[src/rtl/line_seq_pkg.sv]
// Shared types and constants for the multi-row line input sequencer.
// The optional stall port (LINE_SEQ_STALL_EN) is handled in the interface and top.
package line_seq_pkg;
  localparam int X_MAC      = 4;
  localparam int X_MESH     = 16;
  localparam int BUFFER_NUM = X_MAC * X_MESH;
  localparam int ADDR_LEN   = 13;
  localparam int MUXCONTROL = 4;
  localparam int MAX_ROWS   = 4;
  localparam int ROW_W      = $clog2(MAX_ROWS + 1);
  localparam int LEN_W      = 12;

  localparam int CTL_LOAD  = 0;
  localparam int CTL_SHIFT = 1;
  localparam int CTL_PAD   = 2;
  localparam int CTL_LAST  = 3;

  typedef enum logic [2:0] {
    IDLE,
    LPAD,
    BODY,
    RPAD,
    DRAIN
  } seq_state_e;

  typedef struct packed {
    logic                  valid;
    logic [MUXCONTROL-1:0] ctl;
    logic [3:0]            iszero;
  } ctl_t;

  // Columns actually read from the body: every word, or every other word rounded up.
  function automatic logic [LEN_W-1:0] body_len(input logic [LEN_W-1:0] linelen,
                                                input logic stride2);
    logic [LEN_W:0] rounded;
    rounded = {1'b0, linelen} + (LEN_W+1)'(1);
    return stride2 ? LEN_W'(rounded >> 1) : linelen;
  endfunction
endpackage

[src/rtl/line_input_sequencer_if.sv]
// Scheduler <-> line sequencer bus; the stall input exists only with LINE_SEQ_STALL_EN.
interface line_input_sequencer_if;
  import line_seq_pkg::*;

  // start is a one-cycle request sampled only while idle. An accepted request raises busy the
  // next cycle, and busy stays high through the one-cycle done pulse; a rejected request pulses
  // cfg_err instead and busy stays low. out_valid qualifies control_out/iszero; no backpressure.
  logic                           start;
  logic [ADDR_LEN-1:0]            st_addr;
  logic [ADDR_LEN-1:0]            row_pitch;
  logic [LEN_W-1:0]               linelen;
  logic [ROW_W-1:0]               num_rows;
  logic [1:0]                     pad_w;
  logic                           stride2;
`ifdef LINE_SEQ_STALL_EN
  logic                           stall;
`endif
  logic [BUFFER_NUM*ADDR_LEN-1:0] addrb;
  logic [MUXCONTROL-1:0]          control_out;
  logic [3:0]                     iszero;
  logic                           out_valid;
  logic                           busy;
  logic                           done;
  logic                           cfg_err;

  modport master (
`ifdef LINE_SEQ_STALL_EN
    output stall,
`endif
    output start, st_addr, row_pitch, linelen, num_rows, pad_w, stride2,
    input  addrb, control_out, iszero, out_valid, busy, done, cfg_err
  );

  modport slave (
`ifdef LINE_SEQ_STALL_EN
    input  stall,
`endif
    input  start, st_addr, row_pitch, linelen, num_rows, pad_w, stride2,
    output addrb, control_out, iszero, out_valid, busy, done, cfg_err
  );
endinterface

[src/rtl/line_seq_delay.sv]
// Fixed-depth register pipe that aligns issue-side control with BufferPool read data.
module line_seq_delay
  import line_seq_pkg::*;
#(
  parameter int DEPTH = 1
) (
  input  logic clk,
  input  logic rst,
  input  ctl_t d,
  output ctl_t q
);
  ctl_t pipe [DEPTH];

  always_ff @(posedge clk or posedge rst) begin
    if (rst) begin
      for (int i = 0; i < DEPTH; i++) pipe[i] <= '0;
    end else begin
      pipe[0] <= d;
      for (int i = 1; i < DEPTH; i++) pipe[i] <= pipe[i-1];
    end
  end

  assign q = pipe[DEPTH-1];
endmodule

[src/rtl/line_input_sequencer.sv]
// Multi-row line input sequencer: walks left pad / body / right pad columns over num_rows rows,
// issuing BufferPool reads with RD_LAT-aligned control. LINE_SEQ_STALL_EN adds a stall input.
module line_input_sequencer
  import line_seq_pkg::*;
#(
  parameter int RD_LAT = 1
) (
  input  logic                  clk,
  input  logic                  rst,
  line_input_sequencer_if.slave bus,
  output seq_state_e            state_dbg
);
  seq_state_e          state_q, state_d;
  logic [LEN_W-1:0]    col_q, col_d;
  logic [ROW_W-1:0]    rows_q, rows_d;
  logic [ADDR_LEN-1:0] base_q, base_d;
  logic [ADDR_LEN-1:0] pitch_q, addr_q, addr_cur, issue_addr;
  logic [LEN_W-1:0]    body_q, body_in;
  logic [1:0]          pad_q;
  logic                stride2_q;
  logic                done_q, done_d, err_q, err_d;
  logic                stall, idle, reject, accept;
  logic                issue, first_col, last_col, pad_col, row_end;
  logic [LEN_W:0]      eff_len;
  ctl_t                issue_ctl, out_ctl;

`ifdef LINE_SEQ_STALL_EN
  assign stall = bus.stall;
`else
  assign stall = 1'b0;
`endif

  assign body_in = body_len(bus.linelen, bus.stride2);
  assign eff_len = {1'b0, body_in} + (LEN_W+1)'({bus.pad_w, 1'b0});
  assign reject  = (bus.num_rows == '0) || (bus.num_rows > ROW_W'(MAX_ROWS)) ||
                   (eff_len < (LEN_W+1)'(4));
  // The done cycle still counts as busy, so a start there is dropped.
  assign idle    = (state_q == IDLE) && !done_q;
  assign accept  = idle && bus.start && !reject;

  always_ff @(posedge clk or posedge rst) begin
    if (rst) begin
      state_q   <= IDLE;
      col_q     <= '0;
      rows_q    <= '0;
      base_q    <= '0;
      pitch_q   <= '0;
      body_q    <= '0;
      pad_q     <= '0;
      stride2_q <= 1'b0;
      addr_q    <= '0;
      done_q    <= 1'b0;
      err_q     <= 1'b0;
    end else begin
      state_q <= state_d;
      col_q   <= col_d;
      rows_q  <= rows_d;
      base_q  <= base_d;
      addr_q  <= addr_cur;
      done_q  <= done_d;
      err_q   <= err_d;
      if (accept) begin
        pitch_q   <= bus.row_pitch;
        body_q    <= body_in;
        pad_q     <= bus.pad_w;
        stride2_q <= bus.stride2;
      end
    end
  end

  always_comb begin
    state_d    = state_q;
    col_d      = col_q;
    rows_d     = rows_q;
    base_d     = base_q;
    done_d     = 1'b0;
    err_d      = 1'b0;
    issue      = 1'b0;
    first_col  = 1'b0;
    last_col   = 1'b0;
    pad_col    = 1'b0;
    row_end    = 1'b0;
    issue_addr = base_q;

    case (state_q)
      IDLE: begin
        if (idle && bus.start) begin
          if (reject) begin
            err_d = 1'b1;
          end else begin
            state_d = (bus.pad_w != 2'd0) ? LPAD : BODY;
            col_d   = '0;
            rows_d  = bus.num_rows;
            base_d  = bus.st_addr;
          end
        end
      end
      LPAD: begin
        if (!stall) begin
          issue     = 1'b1;
          pad_col   = 1'b1;
          first_col = (col_q == '0);
          if (col_q == LEN_W'(pad_q) - LEN_W'(1)) begin
            col_d   = '0;
            // An empty body (linelen 0) goes straight to the right pad.
            state_d = (body_q != '0) ? BODY : RPAD;
          end else begin
            col_d = col_q + LEN_W'(1);
          end
        end
      end
      BODY: begin
        if (!stall) begin
          issue      = 1'b1;
          issue_addr = base_q + (ADDR_LEN'(col_q) << stride2_q);
          first_col  = (pad_q == 2'd0) && (col_q == '0);
          if (col_q == body_q - LEN_W'(1)) begin
            col_d = '0;
            if (pad_q != 2'd0) begin
              state_d = RPAD;
            end else begin
              last_col = 1'b1;
              row_end  = 1'b1;
            end
          end else begin
            col_d = col_q + LEN_W'(1);
          end
        end
      end
      RPAD: begin
        if (!stall) begin
          issue   = 1'b1;
          pad_col = 1'b1;
          if (col_q == LEN_W'(pad_q) - LEN_W'(1)) begin
            col_d    = '0;
            last_col = 1'b1;
            row_end  = 1'b1;
          end else begin
            col_d = col_q + LEN_W'(1);
          end
        end
      end
      DRAIN: begin
        if (!stall) begin
          if (col_q == LEN_W'(RD_LAT - 1)) begin
            col_d   = '0;
            state_d = IDLE;
            done_d  = 1'b1;
          end else begin
            col_d = col_q + LEN_W'(1);
          end
        end
      end
      default: state_d = IDLE;
    endcase

    // Rows run back to back: the next row's first column issues on the very next cycle.
    if (row_end) begin
      if (rows_q == ROW_W'(1)) begin
        state_d = DRAIN;
      end else begin
        rows_d  = rows_q - ROW_W'(1);
        base_d  = base_q + pitch_q;
        state_d = (pad_q != 2'd0) ? LPAD : BODY;
      end
    end
  end

  assign addr_cur  = issue ? issue_addr : addr_q;
  assign bus.addrb = {BUFFER_NUM{addr_cur}};

  always_comb begin
    issue_ctl                = '0;
    issue_ctl.valid          = issue;
    issue_ctl.ctl[CTL_LOAD]  = first_col;
    issue_ctl.ctl[CTL_SHIFT] = issue && !first_col && !last_col;
    issue_ctl.ctl[CTL_PAD]   = pad_col;
    issue_ctl.ctl[CTL_LAST]  = last_col;
    issue_ctl.iszero         = {4{pad_col}};
  end

  line_seq_delay #(.DEPTH(RD_LAT)) u_delay (
    .clk (clk),
    .rst (rst),
    .d   (issue_ctl),
    .q   (out_ctl)
  );

  assign bus.out_valid   = out_ctl.valid;
  assign bus.control_out = out_ctl.ctl;
  assign bus.iszero      = out_ctl.iszero;
  assign bus.busy        = (state_q != IDLE) || done_q;
  assign bus.done        = done_q;
  assign bus.cfg_err     = err_q;
  assign state_dbg       = state_q;
endmodule

[src/flat_wrapper.sv]
// flat-port wrapper written by rule: the top's interface ports become plain ports
module line_input_sequencer_flat import line_seq_pkg::*;
#(
  parameter int RD_LAT = 1
)
  (clk, rst, state_dbg, bus_start, bus_st_addr, bus_row_pitch, bus_linelen, bus_num_rows, bus_pad_w, bus_stride2, bus_addrb, bus_control_out, bus_iszero, bus_out_valid, bus_busy, bus_done, bus_cfg_err);
  line_input_sequencer_if bus_i ();
  input  logic clk;
  input  logic rst;
  output seq_state_e state_dbg;
  input wire logic [$bits(bus_i.start)-1:0] bus_start;
  input wire logic [$bits(bus_i.st_addr)-1:0] bus_st_addr;
  input wire logic [$bits(bus_i.row_pitch)-1:0] bus_row_pitch;
  input wire logic [$bits(bus_i.linelen)-1:0] bus_linelen;
  input wire logic [$bits(bus_i.num_rows)-1:0] bus_num_rows;
  input wire logic [$bits(bus_i.pad_w)-1:0] bus_pad_w;
  input wire logic [$bits(bus_i.stride2)-1:0] bus_stride2;
  output wire logic [$bits(bus_i.addrb)-1:0] bus_addrb;
  output wire logic [$bits(bus_i.control_out)-1:0] bus_control_out;
  output wire logic [$bits(bus_i.iszero)-1:0] bus_iszero;
  output wire logic [$bits(bus_i.out_valid)-1:0] bus_out_valid;
  output wire logic [$bits(bus_i.busy)-1:0] bus_busy;
  output wire logic [$bits(bus_i.done)-1:0] bus_done;
  output wire logic [$bits(bus_i.cfg_err)-1:0] bus_cfg_err;
  assign bus_i.start = bus_start;
  assign bus_i.st_addr = bus_st_addr;
  assign bus_i.row_pitch = bus_row_pitch;
  assign bus_i.linelen = bus_linelen;
  assign bus_i.num_rows = bus_num_rows;
  assign bus_i.pad_w = bus_pad_w;
  assign bus_i.stride2 = bus_stride2;
  assign bus_addrb = bus_i.addrb;
  assign bus_control_out = bus_i.control_out;
  assign bus_iszero = bus_i.iszero;
  assign bus_out_valid = bus_i.out_valid;
  assign bus_busy = bus_i.busy;
  assign bus_done = bus_i.done;
  assign bus_cfg_err = bus_i.cfg_err;
  line_input_sequencer #(.RD_LAT(RD_LAT)) u_core (.clk(clk), .rst(rst), .bus(bus_i), .state_dbg(state_dbg));
endmodule
[config.mk]
export PLATFORM = sky130hd
export DESIGN_NAME = line_input_sequencer_flat
export DESIGN_NICKNAME = d
export VERILOG_FILES = /design/src/rtl/line_seq_pkg.sv /design/src/rtl/line_input_sequencer_if.sv /design/src/rtl/line_seq_delay.sv /design/src/rtl/line_input_sequencer.sv /design/src/flat_wrapper.sv
export SDC_FILE = /design/constraint.sdc
export NUM_CORES = 1
export LEC_CHECK = 0
export ABC_AREA = 1
export BUFFER_PORTS_ARGS = -buffer_cell sky130_fd_sc_hd__buf_4
export CAP_MARGIN = 20
export CELL_PAD_IN_SITES_DETAIL_PLACEMENT = 0
export CELL_PAD_IN_SITES_GLOBAL_PLACEMENT = 1
export CORE_AREA = 2 2 346 348
export CTS_CLUSTER_SIZE = 28
export DETAILED_ROUTE_END_ITERATION = 8
export DIE_AREA = 0 0 348 350
export GPL_ROUTABILITY_DRIVEN = 0
export PLACE_DENSITY = 0.44
export SLEW_MARGIN = 20
export SYNTH_ARGS = -nofsm -noshare
export SYNTH_HDL_FRONTEND = slang
export SYNTH_SLANG_ARGS = --single-unit
[constraint.sdc]
create_clock -name clk -period 19.25 [get_ports clk]
set_clock_uncertainty 0.05 [all_clocks]
set_input_delay 1.925 -clock clk [delete_from_list [all_inputs] [get_ports clk]]
set_output_delay 1.925 -clock clk [all_outputs]
set_load 0.01 [all_outputs]
Yosys cells after proc, flatten, opt, wreduce, memory -nomap -nowiden --
Cells that the tools add are included.
Storage, ports and cells: output and inout port bits 847, logic and storage cells 110, register bits after elaboration 80, input port bits 47
Operators by class: equal/unequal tests 16, shift-type cells 1, add/subtract/negate cells 8, $lt $le $gt $ge 2, multiplexer cells 43, reductions and logical operators 26
Operator list (number):
- 2-to-1 mux 13 bit | 7
- 2-to-1 mux 12 bit | 6
- case mux 12 bit (4 select lines) | 1
- 2-to-1 mux 3 bit | 13
- adder 13 bit | 2
- == test 12 bit | 2
- case mux 3 bit (5 select lines) | 1
- adder 12 x 1 -> 13 bit, second input constant | 1
- adder 12 x 3 -> 13 bit | 1
- < comparator 13 x 3 -> 1 bit, second input constant | 1
- << shifter 12 x 1 -> 13 bit | 1
- adder 12 x 1 -> 12 bit, second input constant | 1
- logical NOT 12 bit | 1
- inequality test 3 x 1 -> 1 bit, second input constant | 4
- nonzero test 12 bit | 1
- subtractor 12 x 1 -> 12 bit, second input constant | 1
- 2-to-1 mux 1 bit | 11
- AND reduction 7 bit | 1
- == test 3 x 1 -> 1 bit, second input constant | 2
- == test 3 x 2 -> 1 bit, second input constant | 2
- logical AND 1 bit | 6
- logical NOT 3 bit | 2
- logical NOT 1 bit | 4
- 2-to-1 mux 2 bit | 2
- other kinds (17) | 22

Depth between registers and ports, before layout --
depth after elaboration 10, gate-level depth with buffers 21, gate-level depth less buffers 19

By module --
A second synthesis with hierarchy kept.
Second synthesis, totals: cells, all modules 1685, area total of the unflattened synthesis 12171.7 sq um
Modules (own cells, without submodules):
- line_input_sequencer | seq. area each 1851.8 sq um, cells an instance 1675, instances 1, area an instance 11942.7 sq um
- line_seq_delay | seq. area each 225.2 sq um, cells an instance 10, instances 1, area an instance 229.0 sq um

Worst setup path before layout --
OpenSTA, ideal clock, no wires.
kind register -> output, from register u_core.col_q[3], to output bus_addrb[101], required time 17275 ps, setup slack 11166 ps, path buffers 2, cell stages (with the launch flop) 16, data arrival time 6109 ps, path through dfrtp_1 > clkbuf_1 > inv_1 > o21ai_0 > ha_1 > nand2_1 > nand2_1 > a31oi_1 > o21ai_0 > nand2_1 > nand2_1 > a31o_2 > nand2_1 > nand2_1 > o21ai_0 > buf_4
Between the ends: word-level cells in the longest chain between the ends 4
Ends and longest elaborated chain:
- start, declared | line line_input_sequencer.sv:14 | logic [LEN_W-1:0] col_q, col_d;
- start signal, assigned | line line_input_sequencer.sv:56 | col_q <= col_d;
- << shifter 12 x 1 -> 13 bit | line line_input_sequencer.sv:115 | issue_addr = base_q + (ADDR_LEN'(col_q) << stride2_q);
- adder 13 bit | line line_input_sequencer.sv:115
- 2-to-1 mux 13 bit | line line_input_sequencer.sv:85 | case (state_q)
- 2-to-1 mux 13 bit | line line_input_sequencer.sv:169 | assign addr_cur = issue ? issue_addr : addr_q;
- end, declared | line flat_wrapper.sv:18 | output wire logic [$bits(bus_i.addrb)-1:0] bus_addrb;
Every way passes these cells.

Final worst setup path --
from register u_core.state_q[1] (netlist: u_core.state_dbg[1]), to output bus_addrb[165]
Between the ends: word-level cells in the longest chain between the ends 4, elaborated cells on any way between the ends 7, classes of those cells eq/ne: 3; mux: 3; reduce/logical: 1
Ends and longest elaborated chain:
- start, declared | line line_input_sequencer.sv:13 | seq_state_e state_q, state_d;
- start signal, assigned | line line_input_sequencer.sv:55 | state_q <= state_d;
- == test 3 x 1 -> 1 bit or == test 3 x 2 -> 1 bit (tied branches) | line line_input_sequencer.sv:85
- OR reduction 3 bit (no source line) (*)
- 2-to-1 mux 1 bit (*)
- net u_core.issue | line line_input_sequencer.sv:23 | logic issue, first_col, last_col, pad_col, row_end;
- 2-to-1 mux 13 bit (*) | line line_input_sequencer.sv:169
The timed path passes the listed nets; every way through them passes the cells marked *.

==> run_results.csv <==
group,metric,value,unit
run_status,status,"finished, final reports clean",
timing,setup_viol,0,
timing,worst_pin_slew,0.9347,ns
logic_synthesis,synthesis.area,0.01285,sq mm
logic_synthesis,ys_seq_area_frac,0.1539,
logic_synthesis,synth_commonest_cells,"824 x buf_4, 308 x nand2_1, 136 x inv_1, 83 x nand3_1, 79 x dfrtp_1",
timing,drv_slew,0,
worst_setup_path,required,17.27,ns
logic_synthesis,synth_cell_types,43,
clock_tree,post-cts-setup-buffers,0,
clock_tree,cts_root_buffer,"clkbuf_16",
flow_run,max-cap-violations,0,
power_and_ir_drop,p_per_area,25.78,mW/mm^2
grt,grt_pass1_vias,9428,
floorplanning,die_w,348,um
clock_tree,h-tree-depth,3,
timing,period_needed,6.183,ns
logic_synthesis,synthXorXnorAreaFrac,0.02863,
logic_synthesis,yosysMostFrequentCell,"buf_4",
logic_synthesis,synthArstFlopShare,1.000,
grt,grt_max_degree,66,
worst_setup_path,critPathArrivalTime,4.21,ns
logic_synthesis,synth_fa_ha_area_frac,0.03584,
detailed_routing,routed_wl,46840,um
clock_tree,numCtsBuffers,9,
detailed_routing,antenna_left,0,
grt,grt_usage,0.06896,
timing,finalHoldViolCount,0,
logic_synthesis,synthTopCellsByArea,"buf_4 48%, dfrtp_1 15%, nand2_1 9.0%",
power_and_ir_drop,p_leak,0.008191,uW
power_and_ir_drop,combPwrFrac,0.066,
power_and_ir_drop,ir_drop,0.04291,mV
layout,diodes,0,
logic_synthesis,synth.avg_cell_area,7.075,sq um
logic_synthesis,yosys.area_share.simple,0.1894,
worst_setup_path,ff2ff_setup_slack,15.48,ns
detailed_routing,wire_per_inst,13.68,um
layout,multi_input_area,0.004081,sq mm
worst_setup_path,cp_max_fo,65,
clock_tree,path_clk_slew,0.06,ns
layout,fillers,13620,
detailed_routing,drc_errors,0,
worst_setup_path,start_kind,"flop",
power_and_ir_drop,intPower,309.3,uW
clock_tree,cts_tree,"yes",
clock_tree,clk-insertion-delay-late,0.37,ns
floorplanning,core-area,0.1178,sq mm
logic_synthesis,synth_compound_area_frac,0.05726,
worst_setup_path,end_kind,"primary output",
timing,slew_headroom,0.3769,
floorplanning,fp.dieH,350,um
grt,grt_first_pass_wirelength,63890,um
placed_design,post-place-ws,13.45,ns
clock_tree,cts_hold_buf,0,
logic_synthesis,synth_nets,1898,
logic_synthesis,synth.largest_area_cell,"buf_4",
detailed_routing,via_count,10040,
power_and_ir_drop,pwr-share-seq,0.411,
floorplanning,initial_utilization,0.1091,
logic_synthesis,synth_top_area_share,0.4814,
logic_synthesis,synthCells,1816,
timing,fin_ws,13.07,ns
detailed_routing,dr.pass1.iters,4,
clock_tree,cts_buffer_depth,2,
logic_synthesis,synth_top_flop_cell,"dfrtp_1",
power_and_ir_drop,p_sw,94.57,uW
power_and_ir_drop,switching_share,0.2341,
floorplanning,design.die.area,0.1218,sq mm
logic_synthesis,ys_ff_latch,79,
clock_tree,cts_resized,0,
power_and_ir_drop,clockPowerShare,0.523,
logic_synthesis,synth_edf_count,0,
logic_synthesis,synth_warnings,0,
logic_synthesis,synth_top_family_by_area,"buffers and inverters",
floorplanning,ios,894,
layout,drive_above_1_share,0.5225,
timing,rsz0062_at_grt,"no",
detailed_routing,via_per_inst,2.934,
timing,tns,0,ns
detailed_routing,drtIter0Drc,416,
grt,overflow,0,
worst_setup_path,path_class,"reg2out",
placed_design,port_buffers,893,
layout,fin_nets,1965,
floorplanning,row_count,126,
timing,fmax,161.7,MHz
layout,regArea,0.001977,sq mm
logic_synthesis,synthMuxAreaShare,0,
timing,fin_crit_sh,0.3212,
placed_design,dp_hpwl,37660,um
layout,area_growth,21.93,%
clock_tree,clock-sinks,79,
grt,antenna_found_initial,5,
hold_path,hp-class,"reg2reg",
per-stage QoR:
step	utilization	hold slack, ns	instances	area, sq um	power [uW]
after global placement	0.1300	0.4294	3408	15310	197.2
after floorplan	-	0.4030	1816	12850	181.5
after global routing	0.1330	0.4628	3423	15670	421.3
after detailed placement	0.1301	0.4297	3408	15320	196.9
after CTS	0.1330	0.4489	3423	15670	413.1
final	0.1330	0.4417	3423	15670	403.9
state kept, by name, summed over array words and instances (netlist names):
register and count:
u_core.u_delay.q 5, u_core.stride2_q 1, u_core.pad_q 2, u_core.bus.done 1, u_core.bus.cfg_err 1, u_core.base_q 13, u_core.addr_q 13, u_core.body_q 12
u_core.pitch_q 13, u_core.col_q 12, u_core.rows_q 3, u_core.state_dbg 3
layer usage:
metal / global-route usage / up-vias / part of all wire
met3: 0.009089 / 11 / 0.041
met1: 0.08781 / 4695 / 0.42
met2: 0.1266 / 367 / 0.53
met5: 0 / - / 0
met4: 0.007333 / 0 / 0.0037
li1: - / 4971 / -
critical path, cell delays in order (launching register included):
cell	delay [ns]
dfrtp_1	0.56
inv_1	0.11
nor2_1	0.64
inv_1	0.59
nand2_1	0.41
inv_1	0.33
a22oi_1	0.35
o21ai_4	0.08
buf_4	0.36
buf_4	0.29
path summary, 6_finish.rpt:
kind / from / to / cells after the start
max: u_core.state_dbg[1]$_DFFE_PP0P_ / bus_addrb[165] / 9
min: u_core.pitch_q[7]$_DFFE_PP0P_ / u_core.pitch_q[7]$_DFFE_PP0P_ / 2
max reg2reg: u_core.state_dbg[1]$_DFFE_PP0P_ / u_core.addr_q[9]$_DFF_PP0_ / 8
min reg2reg: u_core.pitch_q[7]$_DFFE_PP0P_ / u_core.pitch_q[7]$_DFFE_PP0P_ / 2
max in group asynchronous: rst / u_core.pad_q[0]$_DFFE_PP0P_ / 3
min in group asynchronous: rst / u_core.pitch_q[3]$_DFFE_PP0P_ / 2
final cells by class:
cell class	instances	share of cell area
inverters	139	0.03338
multi-input cells	746	0.2605
repair buffers	908	0.4351
flip-flops and latches	79	0.1262
clock buffers	12	0.01637
well taps	1536	0.1227
clock inverters	3	0.005750
power groups by stage:
stage | Clock (uW) | Sequential, uW | Combinational (uW)
2_1_floorplan | 0 | 169 | 12.4
3_3_place_gp | 0 | 169 | 28.1
3_5_place_dp | 0 | 169 | 27.8
4_1_cts | 219 | 166 | 27.9
5_1_grt | 225 | 166 | 30.8
6_report | 211 | 166 | 26.7
cells in the final DEF (no fill, tap or decap), types with 4 or more instances in the layout:
cell / instances
o22ai_2: 9
nand3b_1: 5
o21ai_1: 9
nor3_1: 16
inv_1: 135
nand2_2: 22
dfrtp_1: 79
buf_4: 908
nand2_1: 301
xnor2_1: 10
nor2_1: 67
o21ai_0: 56
ha_1: 32
xor2_1: 32
nand4_1: 29
a21oi_1: 22
o21bai_1: 4
nor2_4: 4
clkbuf_16: 9
nand3_1: 83
nor2_2: 8
cell families after synthesis:
family	count (synthesis)
fa+ha+maj	35
compound gates	121
flops	79
buf+inv	991
simple gates	548
xor+xnor	42
Power figures use the tool's default switching activity.
